==> src/rtl/posit_pkg.sv <==
// Shared posit constants and the decoded-operand record used by both encode and decode paths.
// Pure declarations: no latency, no flow control.
package posit_pkg;
  localparam int N  = 32;
  localparam int ES = 4;
  localparam int SW = $clog2(N) + ES + 2;
  localparam int FW = N;
  localparam int KW = SW - ES;
  localparam int RW = $clog2(N) + 1;
  localparam int BW = N + ES + FW;

  localparam logic signed [SW-1:0] MAXSCALE = SW'((N - 2) << ES);
  localparam logic [N-1:0] MAXPOS = {1'b0, {(N-1){1'b1}}};
  localparam logic [N-1:0] MINPOS = N'(1);
  localparam logic [N-1:0] NAR    = {1'b1, {(N-1){1'b0}}};

  typedef struct packed {
    logic                 sign;
    logic signed [SW-1:0] scale;
    logic [FW-1:0]        frac;
    logic                 sticky;
    logic                 zero;
    logic                 nar;
  } posit_dec_t;

  // Number of repeated regime bits before the terminating bit.
  function automatic logic [RW-1:0] regime_run(input logic signed [KW-1:0] k);
    return k[KW-1] ? RW'(-k) : RW'(k + KW'(1));
  endfunction
endpackage

==> src/rtl/posit_round_rne.sv <==
// Round-to-nearest-even on a left-justified posit magnitude, clamped to [minpos, maxpos].
// Combinational, zero latency; no flow control.
module posit_round_rne
  import posit_pkg::*;
(
  input  logic [N-2:0] mag,
  input  logic         guard,
  input  logic         sticky,
  output logic [N-1:0] res
);
  logic         rnd_up;
  logic [N-1:0] sum;

  always_comb begin
    rnd_up = guard & (mag[0] | sticky);
    sum    = {1'b0, mag} + {{(N-1){1'b0}}, rnd_up};
    // A carry into the sign position would read as NaR, so pin it to maxpos.
    if (sum[N-1])
      res = MAXPOS;
    else if (sum == '0)
      res = MINPOS;
    else
      res = sum;
  end
endmodule

==> src/rtl/posit_encode_pipe.sv <==
// Two-stage posit encoder: decoded operand in, RNE-rounded saturating posit out, 2-cycle latency.
// Valid/ready on both sides; stage 1 and the output register hold while the output is stalled.
module posit_encode_pipe
  import posit_pkg::*;
(
  input  logic                 clk,
  input  logic                 rst_n,
  input  logic                 in_valid,
  output logic                 in_ready,
  input  logic                 in_sign,
  input  logic signed [SW-1:0] in_scale,
  input  logic [FW-1:0]        in_frac,
  input  logic                 in_sticky,
  input  logic                 in_zero,
  input  logic                 in_nar,
  output logic                 out_valid,
  input  logic                 out_ready,
  output logic [N-1:0]         out_posit
);
  localparam logic signed [SW-1:0] NEG_MAXSCALE = -MAXSCALE;

  logic in_fire, s1_adv;

  // stage-1 combinational
  logic                 sat_hi_c, sat_lo_c;
  logic signed [SW-1:0] scale_c;
  logic signed [KW-1:0] k_c;
  logic [ES-1:0]        e_c;

  // stage-1 registers
  logic                 s1_valid;
  posit_dec_t           s1_op;
  logic                 s1_sat_hi, s1_sat_lo;
  logic signed [KW-1:0] s1_k;
  logic [ES-1:0]        s1_e;
  logic [RW-1:0]        s1_run;

  // stage-2 combinational
  logic          r0;
  logic [BW-1:0] ones, body;
  logic [N-2:0]  mag;
  logic          guard, stk;
  logic [N-1:0]  rnd_res, mag_sel, enc;

  assign in_ready = !s1_valid | !out_valid | out_ready;
  assign in_fire  = in_valid & in_ready;
  assign s1_adv   = s1_valid & (!out_valid | out_ready);

  always_comb begin
    sat_hi_c = (in_scale >= MAXSCALE);
    sat_lo_c = (in_scale <= NEG_MAXSCALE);
    if (sat_hi_c)
      scale_c = MAXSCALE;
    else if (sat_lo_c)
      scale_c = NEG_MAXSCALE;
    else
      scale_c = in_scale;
    // Upper bits of the scale are exactly scale >>> ES.
    k_c = scale_c[SW-1:ES];
    e_c = scale_c[ES-1:0];
  end

  always_ff @(posedge clk or negedge rst_n) begin
    if (!rst_n) begin
      s1_valid  <= 1'b0;
      s1_op     <= '0;
      s1_sat_hi <= 1'b0;
      s1_sat_lo <= 1'b0;
      s1_k      <= '0;
      s1_e      <= '0;
      s1_run    <= '0;
      out_valid <= 1'b0;
      out_posit <= '0;
    end else begin
      if (in_fire) begin
        s1_valid     <= 1'b1;
        s1_op.sign   <= in_sign;
        s1_op.scale  <= scale_c;
        s1_op.frac   <= in_frac;
        s1_op.sticky <= in_sticky;
        s1_op.zero   <= in_zero;
        s1_op.nar    <= in_nar;
        s1_sat_hi    <= sat_hi_c;
        s1_sat_lo    <= sat_lo_c;
        s1_k         <= k_c;
        s1_e         <= e_c;
        s1_run       <= regime_run(k_c);
      end else if (s1_adv) begin
        s1_valid <= 1'b0;
      end

      if (s1_adv) begin
        out_valid <= 1'b1;
        out_posit <= enc;
      end else if (out_ready) begin
        out_valid <= 1'b0;
      end
    end
  end

  // Regime run, terminator, exponent and fraction packed MSB-first just below the sign.
  always_comb begin
    r0    = !s1_k[KW-1];
    ones  = r0 ? ~({BW{1'b1}} >> s1_run) : '0;
    body  = ones | ({~r0, s1_e, s1_op.frac, {(N-1){1'b0}}} >> s1_run);
    mag   = body[BW-1 -: N-1];
    guard = body[BW-N];
    stk   = (|body[BW-N-1:0]) | s1_op.sticky;
  end

  posit_round_rne u_round (
    .mag    (mag),
    .guard  (guard),
    .sticky (stk),
    .res    (rnd_res)
  );

  always_comb begin
    mag_sel = rnd_res;
    enc     = '0;
    if (s1_sat_hi)
      mag_sel = MAXPOS;
    else if (s1_sat_lo)
      mag_sel = MINPOS;
    if (s1_op.nar)
      enc = NAR;
    else if (s1_op.zero)
      enc = '0;
    else
      enc = s1_op.sign ? (~mag_sel + N'(1)) : mag_sel;
  end
endmodule

==> config.mk <==
export PLATFORM = sky130hd
export DESIGN_NAME = posit_encode_pipe
export DESIGN_NICKNAME = d
export VERILOG_FILES = /design/src/rtl/posit_pkg.sv /design/src/rtl/posit_round_rne.sv /design/src/rtl/posit_encode_pipe.sv
export SDC_FILE = /design/constraint.sdc
export NUM_CORES = 1
export LEC_CHECK = 0
export ABC_AREA = 1
export CAP_MARGIN = 10
export CELL_PAD_IN_SITES_DETAIL_PLACEMENT = 0
export CELL_PAD_IN_SITES_GLOBAL_PLACEMENT = 2
export CORE_UTILIZATION = 28
export DETAILED_ROUTE_END_ITERATION = 6
export PLACE_DENSITY = 0.89
export SETUP_SLACK_MARGIN = 0.5
export SLEW_MARGIN = 10
export SYNTH_ARGS = -nofsm -noshare
export SYNTH_HDL_FRONTEND = slang
export SYNTH_HIERARCHICAL = 1
export SYNTH_SLANG_ARGS = --single-unit
==> constraint.sdc <==
create_clock -name clk -period 4.8 [get_ports clk]
set_clock_uncertainty 0.1 [all_clocks]
set_input_delay 0.48 -clock clk [delete_from_list [all_inputs] [get_ports clk]]
set_output_delay 0.48 -clock clk [all_outputs]
set_load 0.01 [all_outputs]
==> impl_metrics.yaml <==
status:
  run_status: "finished, violations left"
  violations: "setup timing"
cells_and_area:
  final_common_cell: "nand2_1"
  n_antenna_cell: 0
  ff_latch_area_um2: 2080
  multi_input_area_um2: 7470
  fin_util_pct: 47.5
  mostFrequentLayoutCells: "nand2_1 (519), buf_4 (281), nor2_1 (131)"
  nets: 1928
  fillCellCount: 3083
  drive_above_1_share_pct: 36.6
  syn_to_final_growth_pct: 67.1
worst_setup_path:
  crit_path_start_kind: "flip-flop"
  r2r_slack_ns: -0.47
  end_kind: "flip-flop"
  reg2reg_depth: 39
  worstPathArrival_ns: 5.46
  crit_top_cell: "nor2_4"
  crit_required_ns: 4.99
  crit_fanout: 7
  slowest_delay_ns: 0.55
  slowest_stage: "dfrtp_2"
  timing.rr.start: "s1_run[1]$_DFFE_PN0P_"
  crit_type: "reg2reg"
  r2r_end: "out_posit[28]$_DFFE_PN0P_"
min_path:
  min_path_type: "in2async"
timing:
  slew_viol_final: 0
  rsz0062_at_grt: "true"
  fmax_mhz: 190
  setup_viol: 29
  finalCritPeriodShare_pct: 110
  hold_slack_ns: 0.00657
  period_minus_slack_ns: 5.27
  tightest_slew_ns: 1.15
  fin_setup_tns_ns: -9.48
  setup_ws_ns: -0.472
  max_slew_margin_pct: 23.4
  hold_viol_final: 0
power:
  leakage_nw: 7.04
  p_per_area_nw_per_um2: 399
  ir_drop_v: 0.000194
place:
  io_buffer_count: 84
  post-dp-hpwl_mm: 27.0
  routabilityCongestion: 0.964
synth:
  synth_seq_cells: 83
  yosysTopAreaCell: "nand2_1"
  synth_nets: 1587
  ys_async_sr_fraction_pct: 100
  synth.area.top_cells: "nand2_1 (27%), dfrtp_1 (24%), nand3_1 (14%)"
  syn_area_per_cell_um2: 5.67
  synth-edff-count: 0
  synth_area_um2: 8690
  yosysWarnings: 6
  synth_cells: 1531
  ys_seq_area_share_pct: 23.9
  synthFlopType: "dfrtp_1"
  synth_cell_types: 52
  synth_top_area_share_pct: 26.9
route:
  wl_per_cell_um: 15.8
  wl_met2_mm: 17.1
  vias: 11400
  drtIter0Drc: 628
  dr.max_layer_used: "met4"
  drtPass1Iterations: 5
  met1Wirelength_mm: 16.4
  ant_nets: 0
  drt-total-wl_mm: 36.0
  wl_met3_mm: 1.62
  drc_errors: 0
  avgViaCountPerCell: 5.03
grt:
  overflow: 0
  grt_pass1_wl_mm: 55.5
  antenna_found_initial: 0
  grt_pass1_vias: 10700
  grtUsageTotal_pct: 22.3
  grt_max_degree: 53
die:
  die_area_um2: 31700
  io_pins: 85
  core_um2: 30600
  rows: 64
  die_y_um: 178
  die_x_um: 178
  initial_core_util_pct: 28.4
clock_tree:
  clock-sinks: 83
  root_buffer: "clkbuf_16"
  path_clk_slew_ns: 0.07
  cts-buffers-inserted: 9
  cts_tree: "built"
  clkLatencyLatePin_ns: 0.37
  cts.htree.levels: 3
  cts_buffer_depth: 2
run:
  cap_violations: 0
-- through the flow --
stage | total power [mW] | setup slack [ns] | cells | area (µm²)
final | 5.80 | -0.472 | 2272 | 14500
after global routing | 6.21 | -0.809 | 2272 | 14500
after CTS | 5.32 | -0.408 | 2240 | 13200
after detailed placement | 4.21 | -0.891 | 2202 | 12100
after global placement | 4.21 | -0.907 | 2202 | 12100
after floorplan | 2.69 | 0.322 | 1531 | 8930
-- synthesized netlist by cell type (3+ instances only) --
master / instances
nand3_1: 240
nand3b_1: 14
a21oi_1: 32
inv_2: 7
clkbuf_1: 43
o211ai_1: 12
ha_1: 5
inv_1: 91
o21ai_1: 17
o21ai_0: 71
nand3_2: 3
o21ai_2: 3
nand2_2: 11
buf_4: 4
buf_2: 21
buf_6: 6
a21oi_2: 7
xor2_1: 11
nor3_1: 9
nor2_1: 149
and2_1: 3
nor2_2: 9
nor2_4: 7
nand4_1: 11
nand2_1: 622
dfrtp_1: 83
a32o_1: 5
clkinv_1: 4
-- cells by family (layout without fill, tap and decap cells) --
family / after synthesis / count (layout) / synth area share [%]
XOR/XNOR: 13 / 13 / 1.31
AND/OR/NAND/NOR: 1089 / 1089 / 54.3
buffers and inverters: 178 / 523 / 8.68
adder cells (fa/ha/maj): 5 / 5 / 0.720
flip-flops: 83 / 83 / 23.9
other: 1 / 1 / 0.0432
AO/OA/AOI/OAI: 162 / 162 / 11.1
-- sequential cells by signal (all words and copies together), names as in the netlist --
| name | flops |
|---|---|
| s1_run | 6 |
| out_valid | 1 |
| out_posit | 32 |
| s1_valid | 1 |
| s1_sat_lo | 1 |
| s1_k | 1 |
| s1_e | 4 |
| s1_sat_hi | 1 |
| s1_op | 36 |
-- worst max-delay path by stage --
stage,start,end,depth (start not counted)
3_3_place_gp,s1_run[0]$_DFFE_PN0P_,out_posit[28]$_DFFE_PN0P_,37
6_report,s1_run[1]$_DFFE_PN0P_,out_posit[28]$_DFFE_PN0P_,39
2_1_floorplan,s1_run[0]$_DFFE_PN0P_,out_posit[28]$_DFFE_PN0P_,41
5_1_grt,s1_run[1]$_DFFE_PN0P_,out_posit[27]$_DFFE_PN0P_,45
3_5_place_dp,s1_run[0]$_DFFE_PN0P_,out_posit[28]$_DFFE_PN0P_,37
4_1_cts,s1_run[1]$_DFFE_PN0P_,out_posit[22]$_DFFE_PN0P_,44
-- area by class of cell --
| cell class | instances | area share (%) |
|---|---|---|
| clock inverter | 5 | 0.707 |
| clock buffer | 10 | 1.58 |
| timing repair buffer | 406 | 25.7 |
| tap | 396 | 3.41 |
| multi-input combinational | 1270 | 51.5 |
| inverter | 102 | 2.79 |
| sequential | 83 | 14.3 |
-- per-layer routing --
layer | vias up | track usage, %
li1 | 5646 | -
met4 | 0 | 5.95
met1 | 5412 | 30.2
met2 | 306 | 37.0
met5 | - | 0
met3 | 57 | 2.73
-- worst max-delay path, delay by kind of cell (launching register included) --
| kind | cells | cell delay, ns |
|---|---|---|
| AO/OA/AOI/OAI | 3 | 0.53 |
| flip-flops | 1 | 0.55 |
| AND/OR/NAND/NOR | 29 | 2.78 |
| adder cells (fa/ha/maj) | 3 | 0.56 |
| buffers and inverters | 3 | 0.42 |
| XOR/XNOR | 1 | 0.22 |
-- timing repair --
item	4_1_cts	5_1_grt
pin swaps	49	80
setup endpoints to repair	32	32
gates resized for setup	137	228
buffers inserted	19	25
hold buffers	0	0
cloned	4	7
-- report_power, final --
group | switching [mW] | internal (mW)
sequential | 0.134 | 0.824
clock | 0.325 | 0.506
combinational | 2.18 | 1.83
total | 2.64 | 3.16
Power figures use the tool's default switching activity.
